## src/rtl/array_masked_clr_ext.sv

```systemverilog
// array_masked_clr_ext: parametrised masked single-port SRAM model with registered read path and clear engine
module array_masked_clr_ext #(
    parameter int DEPTH          = 32,
    parameter int WIDTH          = 2,
    parameter int MASK_GRAN      = 1,
    parameter int READ_LATENCY   = 1,
    parameter int CLEAR_ON_RESET = 1,
    localparam int AW = ($clog2(DEPTH) < 1) ? 1 : $clog2(DEPTH),
    localparam int ML = WIDTH / MASK_GRAN
) (
    input  logic             RW0_clk,
    input  logic             RW0_reset,
    input  logic [AW-1:0]    RW0_addr,
    input  logic             RW0_en,
    input  logic             RW0_wmode,
    input  logic [ML-1:0]    RW0_wmask,
    input  logic [WIDTH-1:0] RW0_wdata,
    input  logic             RW0_clear,
    output logic             RW0_ready,
    output logic [WIDTH-1:0] RW0_rdata,
    output logic             RW0_rvalid
);
    if (DEPTH < 2) begin : g_depth_err
        $error("array_masked_clr_ext: DEPTH must be at least 2");
    end
    if (WIDTH % MASK_GRAN != 0) begin : g_gran_err
        $error("array_masked_clr_ext: WIDTH must be a multiple of MASK_GRAN");
    end
    if (READ_LATENCY != 1 && READ_LATENCY != 2) begin : g_lat_err
        $error("array_masked_clr_ext: READ_LATENCY must be 1 or 2");
    end

    typedef enum logic {CLEAR, READY} state_t;

    localparam logic [AW:0]   DEPTH_W = (AW + 1)'(DEPTH);
    localparam logic [AW-1:0] LAST    = AW'(DEPTH - 1);

    state_t           state;
    logic [AW-1:0]    cnt;
    logic [WIDTH-1:0] ram [DEPTH];
    logic [WIDTH-1:0] bmask;
    logic [WIDTH-1:0] rd_word;
    logic [WIDTH-1:0] s1_data;
    logic [WIDTH-1:0] out_data;
    logic             in_rng;
    logic             acc;
    logic             rd_acc;
    logic             s1_valid;
    logic             out_valid;

    assign RW0_ready = state == READY;
    assign in_rng    = {1'b0, RW0_addr} < DEPTH_W;
    assign acc       = RW0_en && RW0_ready;
    assign rd_acc    = acc && !RW0_wmode;
    assign rd_word   = in_rng ? ram[RW0_addr] : '0;
    assign out_valid = READ_LATENCY == 2 ? s1_valid : rd_acc;
    assign out_data  = READ_LATENCY == 2 ? s1_data : rd_word;

    // expand per-lane mask bits to a per-bit write mask
    always_comb begin
        bmask = '0;
        for (int i = 0; i < ML; i++)
            bmask[i*MASK_GRAN +: MASK_GRAN] = {MASK_GRAN{RW0_wmask[i]}};
    end

    // array: clear engine zeroes one word per cycle, otherwise masked writes merge lanes
    always_ff @(posedge RW0_clk) begin
        if (state == CLEAR)
            ram[cnt] <= '0;
        else if (acc && RW0_wmode && in_rng)
            ram[RW0_addr] <= (ram[RW0_addr] & ~bmask) | (RW0_wdata & bmask);
    end

    // control: walk cnt to DEPTH-1 while clearing, re-enter CLEAR on request
    always_ff @(posedge RW0_clk or posedge RW0_reset) begin
        if (RW0_reset) begin
            state <= CLEAR_ON_RESET != 0 ? CLEAR : READY;
            cnt   <= '0;
        end else if (state == CLEAR) begin
            state <= cnt == LAST ? READY : CLEAR;
            cnt   <= cnt == LAST ? '0 : cnt + 1'b1;
        end else if (RW0_clear) begin
            state <= CLEAR;
            cnt   <= '0;
        end
    end

    // read pipeline: rdata only updates alongside rvalid; in-flight reads survive a clear
    always_ff @(posedge RW0_clk or posedge RW0_reset) begin
        if (RW0_reset) begin
            s1_valid   <= 1'b0;
            s1_data    <= '0;
            RW0_rvalid <= 1'b0;
            RW0_rdata  <= '0;
        end else begin
            s1_valid   <= rd_acc;
            s1_data    <= rd_word;
            RW0_rvalid <= out_valid;
            if (out_valid)
                RW0_rdata <= out_data;
        end
    end
endmodule
```

## config.mk

```make
export PLATFORM = sky130hd
export DESIGN_NAME = array_masked_clr_ext
export DESIGN_NICKNAME = d
export VERILOG_FILES = /design/src/rtl/array_masked_clr_ext.sv
export SDC_FILE = /design/constraint.sdc
export NUM_CORES = 1
export LEC_CHECK = 0
export CAP_MARGIN = 0
export CORE_ASPECT_RATIO = 1.25
export CORE_UTILIZATION = 59
export CTS_CLUSTER_SIZE = 30
export DETAILED_ROUTE_END_ITERATION = 10
export PLACE_DENSITY = 0.79
export SLEW_MARGIN = 20
export SYNTH_ARGS = -nofsm -noshare
export SYNTH_HDL_FRONTEND = slang
export SYNTH_SLANG_ARGS = --single-unit
```

## constraint.sdc

```tcl
create_clock -name RW0_clk -period 1.9 [get_ports RW0_clk]
set_input_delay 0.19 -clock RW0_clk [delete_from_list [all_inputs] [get_ports RW0_clk]]
set_output_delay 0.19 -clock RW0_clk [all_outputs]
set_load 0.03 [all_outputs]
```

==> flow_summary.ini, run 1 <==
[floorplanning]
row_count = 29
design.core.area_um2 = 5230
dieHeight_um = 85.3
ios = 18
start_util_pct = 62.7
die_w_um = 68.6
die-area_um2 = 5850

[clock_tree]
cts.htree.levels = 3
cts_made_buffers = 9
clock_latency_ns = 0.35
clk_path_buf_depth = 2
cts_root_buf = clkbuf_8
cts.clk_slew.worst_paths_ns = 0.07
cts_tree = done
cts.sinks = 73

[finish]
design_area_um2 = 3860
n_antenna_cell = 0
final_core_util_pct = 73.8
area_growth_pct = 17.8
final_common_cell = edfxtp_1
layout-drive-gt1-share_pct = 16.8
num-nets-final = 298
fin_cells = 348
layout_common_cells = edfxtp_1, nor2_1, mux2i_1

[timing]
max_freq_mhz = 563
worst_pin_slew_ns = 0.549
rsz0062_at_grt = no
period_share_pct = 93.6
setup_violations = 0
setup_tns_ns = 0
slew_violations = 0
fin_worst_skew_ns = 0.00751
slew_headroom_pct = 63.4
post-route-min-period_ns = 1.78
hold_viol = 0
fin_ws_ns = 0.122

[worst_setup_path]
path_cells = and3_1, buf_4, mux2_2, nand2_1, nor2_1
r2r_start = RW0_ready
cp-start-kind = flip-flop
cp.required_ns = 1.98
crit_start = RW0_ready
crit_arrival_ns = 1.86
slowest_stage = dfrtp_1
cp_slowest_stage_delay_ns = 0.41
end_kind = flip-flop
cp_max_fo = 5
worst-setup-path-type = reg -> reg

[outcome]
status = completed

[routing]
wl_per_cell_um = 17.8
vias_per_cell = 5.99
vias = 2083
detail_route.wirelength_um = 6190
ant_nets = 0
drc = 0
drt_pre_antenna_iters = 4
drtIter0Drc = 188

[logic_synthesis]
syn-num-nets = 260
synth_ff_type = edfxtp_1
yosys_warnings = 0
synth_cell_types = 33
ys_ff_latch = 73
syn_area_per_cell_um2 = 13.4
seq_area_frac_synth_pct = 65.6
syn_inst = 244
async_reset_ff_share_pct = 12.3
syn_area_um2 = 3270
synth_edf_count = 64

[power]
powerDensity_nw_per_um2 = 1210
ir_worst_vdd_mv = 1.12
p_leak_nw = 1.45

[place]
dp_cells = 333
dp_hpwl_um = 4230
globalplace.congestion = 0.853
numPortBuffers = 17
preCtsSetupSlack_ns = -0.402
place_area_um2 = 3630

[global_route]
grtUsageTotal_pct = 24.3
grt-ovfl-total = 0
grt_pass1_vias = 2033
grt_pass1_wl_um = 9650
antenna_found_initial = 0
grt_max_degree = 33

[worst_hold_path]
hold_path.class = in -> async

[flow_run]
maxCapViolCount = 0
==> through the flow <==
| stage | hold slack (ns) | total power (W) |
|---|---|---|
| final | 0.107 | 0.00467 |
| after global routing | 0.154 | 0.00486 |
| after CTS | 0.0977 | 0.00464 |
| after floorplan | 0.0179 | 0.00291 |
| after global placement | 0.481 | 0.00335 |
| after detailed placement | 0.477 | 0.00337 |
==> area by class of cell <==
cell class                 instances  area [um2]
clock buffer                       9         124
timing repair buffer              37         350
inverter                           7        26.3
clock inverter                     6        83.8
tap                               62        77.6
multi-input combinational        154        1050
sequential                        73        2150
fill                             351        1370
==> registers in the layout (all words and copies together) (netlist names) <==
signal      flops
RW0_ready       1
cnt             5
ram            64
RW0_rdata       2
RW0_rvalid      1
==> path summary, 6_finish.rpt <==
kind,to,slack (ns),cells after the start
min,RW0_rdata[1],0.11,2
max,ram[9][0],0.12,5
max reg2reg,ram[9][0],0.12,5
max in group asynchronous,cnt[4],1.53,2
min in group RW0_clk,cnt[4],0.48,2
min reg2reg,RW0_rdata[0],0.51,1
==> report_power, final <==
part	switching [W]	leakage, nW	total (W)	internal [W]
registers	0.000139	0.714	0.00214	0.00200
logic	0.000796	0.622	0.00127	0.000471
clock network	0.000534	0.109	0.00126	0.000726
total	0.00147	1.45	0.00467	0.00320
==> cell usage after synthesis (3+ instances only) <==
master,count,area share [%]
mux2i_1,33,10
buf_2,3,0.46
nand2_1,14,1.6
edfxtp_1,64,59
dfrtp_1,9,6.9
nor2b_1,4,0.76
o21ai_0,6,0.92
nand3_1,3,0.46
nand2b_1,4,0.76
inv_1,7,0.80
nor2_1,37,4.2
a22oi_1,18,4.1
mux2_2,4,1.4
clkbuf_1,3,0.34
a21oi_1,9,1.4
==> cells by family (layout without fill, tap and decap cells) <==
kind of cell               after synthesis  count (layout)  synth area share, %
muxes                                   37              37                 11.5
and+or+nand+nor                         72              72                 10.2
AOI/OAI and AO/OA                       43              43                 8.90
DFF                                     73              73                 65.6
buffers and inverters                   17              59                 3.13
adders and majority gates                2               2                0.764
==> per-layer routing <==
metal / global-route usage (%) / vias up / share of wire (%)
met4: 16.5 / 0 / 4.7
met2: 35.8 / 83 / 49
met1: 30.3 / 972 / 41
li1: - / 999 / -
met3: 7.39 / 29 / 5.4
met5: 0 / - / 0
==> repair_timing <==
action                                  in CTS  in global routing
buffers inserted                             0                  0
gates resized for setup                      2                  5
cloned                                       0                  0
pin swaps                                    3                  0
hold buffers                                 0                  0
endpoints found under the setup margin      92                 42
==> critical path, delay by kind of cell, from the launching register on <==
kind / cells / cell delay (ns)
AND/OR/NAND/NOR: 3 / 0.58
buffers and inverters: 1 / 0.16
multiplexers: 1 / 0.36
flip-flops: 1 / 0.41
Note: power is estimated with default switching activity, not from simulation.
==> run 2, diff against run 1 <==
- CORE_UTILIZATION: 59 -> 56
- PLACE_DENSITY: 0.79 -> 0.75
- SLEW_MARGIN: 20 -> 30
==> run 2 against run 1 <==
Net effect: via count is 4.0% higher; sequential share of layout area shrank 1.3 points; critical endpoint is now ram[21][0]; core utilization is 2.3 points lower; highest routed layer unchanged; sequential power is essentially flat.
==> flow_summary.ini, run 2 (same netlist as run 1, synthesis figures left out) <==
[place]
dp_hpwl_um = 4610
numPortBuffers = 17
place_area_um2 = 3660
globalplace.congestion = 0.886
preCtsSetupSlack_ns = -0.366

[floorplanning]
die-area_um2 = 6160
design.core.area_um2 = 5520
dieHeight_um = 87.5
row_count = 30
start_util_pct = 59.3
die_w_um = 70.4
ios = 18

[finish]
design_area_um2 = 3950
area_growth_pct = 20.6
largest_reg_flops = 64
top_register = ram
layout-drive-gt1-share_pct = 17.2
layout_common_cells = edfxtp_1, nor2_1, mux2i_1
num-nets-final = 302
final_common_cell = edfxtp_1
reg_top3 = ram x64, cnt x5, RW0_rdata x2
fillers = 352
n_antenna_cell = 0
seq_area_um2 = 2150
multi_input_area_um2 = 1040

[routing]
vias_per_cell = 6.10
ant_nets = 0
drt_pre_antenna_iters = 5
wl_per_cell_um = 18.8
vias = 2166
drc = 0
drtIter0Drc = 160
detail_route.wirelength_um = 6660

[worst_setup_path]
path_cells = mux2i_1, a22oi_1, a211oi_2, nor4_2, o21a_1, bufbuf_16
end_kind = flip-flop
worst-setup-path-type = reg -> reg
crit_arrival_ns = 1.91
cp-start-kind = flip-flop
crit_start = ram[7][0]
r2r_start = ram[7][0]
cp_slowest_stage_delay_ns = 0.36
reg2reg_to = ram[21][0]
slowest_stage = edfxtp_1
r2r_setup_slack_ns = 0.08
cp_num_buf_inv = 1
cp_max_fo = 16
cp.required_ns = 1.99
cp_top_family = compound AO/OA/AOI/OAI gates
ff2ff_path_depth = 6

[timing]
fin_ws_ns = 0.0778
worst_hold_slack_ns = 0.119
post-route-min-period_ns = 1.82
rsz0062_at_grt = no
worst_pin_slew_ns = 0.604
setup_violations = 0
slew_headroom_pct = 59.7
hold_viol = 0
max_freq_mhz = 549
period_share_pct = 95.9
fin_worst_skew_ns = 0.00611
slew_violations = 0

[worst_hold_path]
hold_path.class = in -> async

[global_route]
grt_pass1_wl_um = 10400
grt_max_degree = 24
antenna_found_initial = 0
grt_pass1_vias = 2167
grtUsageTotal_pct = 23.6
grt-ovfl-total = 0

[clock_tree]
cts.htree.levels = 3
cts_root_buf = clkbuf_8
cts_made_buffers = 9
clock_latency_ns = 0.34
cts_tree = done
clk_path_buf_depth = 2
cts_hold_buffers = 0
cts.clk_slew.worst_paths_ns = 0.08
cts.sinks = 73

[power]
ir_worst_vdd_mv = 1.07
powerDensity_nw_per_um2 = 1230
totalPowerFinal_w = 0.00484
p_leak_nw = 1.48

[outcome]
status = completed

[flow_run]
maxCapViolCount = 0
[run 2: layer usage]
metal | wire length, um | track usage [%] | vias up
met5 | 0 | 0 | -
met2 | 3470 | 39.5 | 88
met4 | 308 | 14.5 | 0
met3 | 320 | 6.37 | 26
li1 | - | - | 1002
met1 | 2570 | 26.9 | 1050
[run 2: repair_timing]
action	CTS	global route
resized for setup	3	5
gates cloned	1	0
pin swaps	3	4
setup endpoints to repair	35	78
buffers inserted	1	0
[run 2: worst max-delay path by stage]
stage / cells past startpoint / endpoint
2_1_floorplan: 7 / ram[0][1]
3_3_place_gp: 8 / ram[26][1]
3_5_place_dp: 8 / ram[9][1]
4_1_cts: 4 / ram[17][1]
5_1_grt: 6 / ram[25][1]
6_report: 6 / ram[21][0]
[run 2: area by class of cell]
type	count	share of cell area, %
Sequential cell	73	54.4
Clock buffer	9	3.14
Multi-Input combinational cell	154	26.4
Timing Repair Buffer	41	10.6
Clock inverter	7	2.76
Tap cell	64	2.03
Inverter	7	0.666
[run 2: per-stage QoR]
step,TNS [ns],util (%),instances
after floorplan,0,-,244
after global placement,-25.74,66.3,337
after detailed placement,-32.22,66.3,337
after CTS,0,71.2,355
after global routing,0,71.5,355
final,0,71.5,355
[run 2: report_power, final]
part,internal [W],total (W),leakage [nW],switching (W)
Combinational,0.000503,0.00129,0.659,0.000784
Clock,0.000859,0.00140,0.112,0.000544
Sequential,0.00200,0.00215,0.713,0.000146
Total,0.00336,0.00484,1.48,0.00147
==> run 3, diff against run 2 <==
- ABC_AREA: unset -> 1
==> run 3 against run 2 <==
Net effect: via count rose by 11%; clock-buffer cell count rose by 3; fmax rose by 3.1%; critical endpoint is now ram[21][1].
==> flow_summary.ini, run 3 <==
[routing]
drt_pre_antenna_iters = 5
detail_route.wirelength_um = 6940
drtIter0Drc = 226
ant_nets = 0
wl_per_cell_um = 15.8
vias_per_cell = 5.48
vias = 2409
drc = 0

[clock_tree]
cts_made_buffers = 9
cts_tree = done
cts.htree.levels = 3
cts.clk_slew.worst_paths_ns = 0.07
cts.sinks = 73
clock_latency_ns = 0.34
cts_root_buf = clkbuf_8
post-cts-setup-buffer-count = 0
clk_path_buf_depth = 2

[logic_synthesis]
syn_area_um2 = 3350
yosys_warnings = 0
yosys.area_share.simple_pct = 26.3
synth_ff_type = edfxtp_1
synth_xor_xnor_area_share_pct = 0.261
synth_compound_area_share_pct = 3.62
synth_top_family_by_area = simple AND/OR/NAND/NOR gates
seq_area_frac_synth_pct = 64.0
synthMuxAreaShare_pct = 0
synth_edf_count = 64
syn_area_per_cell_um2 = 10.2
ys_ff_latch = 73
synth_top_area_share_pct = 57.3
yosys.area.top_type = edfxtp_1
async_reset_ff_share_pct = 12.3
synth_fa_ha_area_share_pct = 0.746
syn_inst = 329
synth_cell_types = 24
synth_area_leaders = edfxtp_1, nand2_1, nand3_1
synth_commonest_cells = nand2_1, edfxtp_1, nand3_1
syn-num-nets = 345
yosysMostFrequentCell = nand2_1

[timing]
hold_viol = 0
slew_headroom_pct = 74.9
setup_violations = 0
post-route-min-period_ns = 1.77
rsz0062_at_grt = yes
slew_violations = 0
fin_ws_ns = 0.132
worst_pin_slew_ns = 0.375
period_share_pct = 93.1
fin_worst_skew_ns = 0.00611
max_freq_mhz = 566

[finish]
fillers = 468
design_area_um2 = 3910
layout_common_cells = nand2_1, edfxtp_1, nand3_1
largest_reg_flops = 64
reg_top3 = ram x64, cnt x5, RW0_rdata x2
final_common_cell = nand2_1
num-nets-final = 385
multi_input_area_um2 = 1050
area_growth_pct = 16.7
seq_area_um2 = 2150
top_register = ram
n_antenna_cell = 0
layout-drive-gt1-share_pct = 15.0

[global_route]
grtUsageTotal_pct = 24.6
antenna_found_initial = 0
grt_pass1_vias = 2346
grt_pass1_wl_um = 11200
grt-ovfl-total = 0
grt_max_degree = 21

[power]
ir_worst_vdd_mv = 0.785
p_leak_nw = 1.57
powerDensity_nw_per_um2 = 1140
power_switching_w = 0.00156
power_frac_seq_pct = 46.6
p_sw_share_pct = 34.9
combPwrFrac_pct = 31.3
p_int_w = 0.00292
power.share.clock_pct = 22.1

[flow_run]
maxCapViolCount = 0

[worst_setup_path]
cp-start-kind = input port
end_kind = flip-flop
cp_max_fo = 13
worst-setup-path-type = in -> reg
crit_arrival_ns = 1.96
r2r_setup_slack_ns = 0.15
ff2ff_path_depth = 5
r2r_start = RW0_ready
reg2reg_to = ram[28][0]
cp.required_ns = 2.09

[floorplanning]
die_w_um = 71.2
ios = 18
dieHeight_um = 88.5
die-area_um2 = 6310
design.core.area_um2 = 5780
start_util_pct = 58.0
row_count = 31

[outcome]
status = completed

[place]
dp_hpwl_um = 5040
numPortBuffers = 17
place_area_um2 = 3740
preCtsSetupSlack_ns = -0.249
globalplace.congestion = 0.862

[worst_hold_path]
hold_path.class = in -> async
[run 3: changes by cell type after synthesis, sizes merged, moves of 7 or more]
cell	previous run	this run
a22oi	18	0
nand2	14	102
nand3	3	58
inv	7	23
o21ai	6	13
mux2i	33	0
[run 3: cell families (layout without fill, tap and decap cells)]
logic type / count (synthesis) / in the layout
adders and majority gates: 2 / 2
DFF: 73 / 73
xor gates and xnor gates: 1 / 1
AOI/OAI and AO/OA: 18 / 18
and+or+nand+nor: 200 / 200
buffers and inverters: 35 / 80
[run 3: cell type report]
type	count	share of cell area [%]
clock buffer	12	3.45
clock inverter	4	0.543
inverter	23	2.21
multi-input combinational	221	27.0
sequential	73	54.9
tap	66	2.11
timing repair buffer	41	9.88
[run 3: timing repair]
action,CTS,global route
hold buffers,0,0
gates resized for setup,0,5
setup endpoints to repair,0,32
[run 3: stage by stage]
step	TNS [ns]	hold WS [ns]	instances	utilization, %	total power (W)
2_1_floorplan	0	0.0179	329	-	0.00304
3_3_place_gp	-13.41	0.472	424	64.6	0.00346
3_5_place_dp	-17.97	0.482	424	64.6	0.00351
4_1_cts	0	0.113	440	67.4	0.00449
5_1_grt	-0.115	0.142	440	67.7	0.00474
6_report	0	0.115	440	67.7	0.00448
[run 3: worst max-delay path: stages]
cell and delay [ns]:
clkdlybuf4s50_1 0.54, inv_1 0.10, buf_4 0.18, nand3_1 0.09, nand3_1 0.12, nand2_1 0.10
nand2_1 0.05, nand3_1 0.07, nand2_1 0.09, a21oi_2 0.21, buf_4 0.22
[run 3: routing by layer]
metal	vias to the layer above	track usage, %	wire length [um]	part of all wire [%]
met5	-	0	0	0
met4	0	11.5	104	1.5
met3	9	7.06	448	6.5
met2	81	41.0	3550	51
met1	1127	29.9	2840	41
li1	1192	-	-	-
[run 3: power by group through the flow]
stage	Combinational [W]	Clock, W	Sequential [W]
floorplan	0.000873	0	0.00217
global placement	0.00135	0	0.00211
detailed placement	0.00139	0	0.00212
CTS	0.00140	0.00101	0.00209
global route	0.00156	0.00107	0.00211
finish	0.00140	0.000989	0.00209
[run 3: worst max path at each step]
| stage | from | to | slack [ns] | cells past startpoint |
|---|---|---|---|---|
| after floorplan | RW0_ready | ram[0][0] | 0.01 | 5 |
| after global placement | RW0_addr[0] | ram[28][0] | -0.22 | 11 |
| after detailed placement | RW0_addr[0] | ram[26][0] | -0.25 | 11 |
| after CTS | RW0_addr[0] | ram[10][0] | 0.10 | 11 |
| after global routing | RW0_addr[0] | ram[6][1] | -0.009 | 12 |
| final | RW0_addr[1] | ram[21][1] | 0.13 | 11 |
==> RTL change, RTL diff (config.mk and constraints of run 1) <==
Change the parameter `WIDTH` from 2 to 4.
--- a/src/rtl/array_masked_clr_ext.sv
+++ b/src/rtl/array_masked_clr_ext.sv
@@ -1,7 +1,7 @@
 // array_masked_clr_ext: parametrised masked single-port SRAM model with registered read path and clear engine
 module array_masked_clr_ext #(
     parameter int DEPTH          = 32,
-    parameter int WIDTH          = 2,
+    parameter int WIDTH          = 4,
     parameter int MASK_GRAN      = 1,
     parameter int READ_LATENCY   = 1,
     parameter int CLEAR_ON_RESET = 1,
Ports: changed (resized RW0_rdata, RW0_wdata and RW0_wmask); port bits go from 18 to 24. No check against the original RTL was run, so the function may have changed too.
==> RTL change against run 1 <==
  * The flow now finishes with violations (setup timing)
  * Global-route usage rose by 6.3 points
  * Core utilization rose by 5.4 points
  * Final area increased by 99%
  * Total power grew 110%
  * Critical path depth did not move
  * Sequential power up 88%
  * Wire length grew to 2.6 times the old value
  * Via count up 92%
  * Sequential cell count increased by 66
  * Area after synthesis rose by 79%
  * Worst setup slack lost 0.25 ns
==> RTL change: results (changes against run 1) <==
[synth] number of synthesized flops with an enable pin 128 [+100%]
[timing] worst-case clock skew 0.0103 ns [+0.00279 ns]
[detailed_routing] vias 3995 [+92%]
[place] detailed placer's ending HPWL 8.98 mm [+110%]
[power] maximum VDD drop 0.00126 V [+13%]
[timing] Setup TNS Final -8.69 ns [-8.69 ns]
[synth] most used standard cells in the synthesized netlist sky130_fd_sc_hd__edfxtp_1, sky130_fd_sc_hd__mux2i_1, sky130_fd_sc_hd__nor2_1
[timing] count of final setup violators 172 [+172]
[place] total cell area at the placement stage 6810 sq um [+88%]
[clocking] clock latency of the later-clocked register in the worst-skew pair 0.43 ns [+0.08 ns]
[clocking] # resized after CTS 27 [+25]
[global_routing] all-layer global routing usage 0.307 [+0.0634]
[setup_path] start-to-end type of the worst setup path flop to flop
[clocking] clock-pin transition on the worst setup and hold timing paths 0.07 ns [about the same]
[synth] total nets after synthesis 399 [+53%]
[place] Port-buffer cells 23 [+6]
[place] number of cells after detailed placement 576 [+73%]
[synth] average cell area after synthesis 15.5 sq um [+16%]
[setup_path] maximum fanout along the worst path 4 [-1]
[detailed_routing] Detailed Route Iter0 Violations 596 [+220%]
[cells_and_area] nets@finish 496 [+66%]
[cells_and_area] layout cell share with drive strength beyond 1 0.337 [+0.170]
[synth] asr flop ratio synth 0.0791 [-0.0442]
[synth] top cells by area in the synthesized netlist sky130_fd_sc_hd__edfxtp_1, sky130_fd_sc_hd__mux2i_1, sky130_fd_sc_hd__dfrtp_1
[synth] register area share after synthesis 0.701 [+0.0453]
[place] placement-stage worst setup slack -0.562 ns [-0.160 ns]
[global_routing] antenna violations before repair 0 [unchanged]
[clocking] cts bufs inserted 17 [+8]
[status] failing checks setup timing
[detailed_routing] DRT Pass-1 Iters 6 [+2]
[place] final estimated routing congestion in global placement 0.932 [+9.2%]
[timing] Final WS setup -0.126 ns [-0.248 ns]
[timing] worst slew margin relative to its limit 0.683 [+0.0490]
[global_routing] wire length of the first global-routing pass 22.7 mm [+140%]
[clocking] # Post-CTS Setup Buffers 2 [+2]
[setup_path] worst endpoint data arrival time 2.17 ns [+0.31 ns]
[cells_and_area] largest registers ram (128), cnt (5), RW0_rdata (4)
[cells_and_area] filler cell count 465 [+32%]
[clocking] number of H-tree levels 4 [+1]
[clocking] clock tree root driver cell sky130_fd_sc_hd__clkbuf_16
[power] standby leakage power 0.00286 uW [+98%]
[detailed_routing] vias per inst 6.50 [+8.5%]
[global_routing] number of global-route vias before repair 4107 [+100%]
[clocking] CTS Buffer Depth 2 [unchanged]
[detailed_routing] Wirelength per Cell 26.2 um [+48%]
[status] status finished, violations left
-- RTL change: final cells by class --
type,instances,area (sq um),share of cell area
clock buffers,19,443,0.0579
clock inverters,13,120,0.0157
inverters,10,37.5,0.00490
multi-input cells,213,1820,0.237
flip-flops and latches,139,4120,0.538
well taps,126,158,0.0206
repair buffers,95,960,0.125
-- RTL change: power breakdown --
group	switching (uW)	total [uW]	internal, uW
Sequential	222	4020	3800
Clock	1340	3180	1840
Combinational	1590	2670	1080
Total	3150	9860	6720
-- RTL change: worst paths after layout --
path | endpoint | depth (start not counted) | slack [ns]
worst min register to register | RW0_rdata[2] | 1 | 0.52
min in group RW0_clk | cnt[4] | 2 | 0.44
worst max register to register | ram[2][1] | 5 | -0.13
worst max-delay path | ram[2][1] | 5 | -0.13
worst min-delay path | RW0_rdata[3] | 2 | 0.11
max in group asynchronous | RW0_ready | 2 | 1.44
-- RTL change: worst max-delay path, stage by stage (launching register included) --
cell                      delay, ns
sky130_fd_sc_hd__dfrtp_2       0.44
sky130_fd_sc_hd__nand3_1       0.23
sky130_fd_sc_hd__mux2i_2       0.46
sky130_fd_sc_hd__nand3_1       0.27
sky130_fd_sc_hd__nor2_1        0.18
sky130_fd_sc_hd__buf_4         0.16
-- RTL change: metal layers --
layer,GRT usage,up-vias,routed length [um]
met3,0.0720,66,1480
met4,0.187,0,745
met1,0.351,1956,5660
li1,-,1669,-
met5,0,-,0
met2,0.525,304,8250
-- RTL change: kinds of logic (layout without fill, tap and decap cells) --
logic type / after synthesis / count (layout) / synth area share
AOI/OAI and AO/OA: 68 / 68 / 0.0790
and+or+nand+nor: 70 / 70 / 0.0573
muxes: 73 / 73 / 0.126
buffers and inverters: 27 / 137 / 0.0328
adders and majority gates: 2 / 2 / 0.00426
DFF: 139 / 139 / 0.701
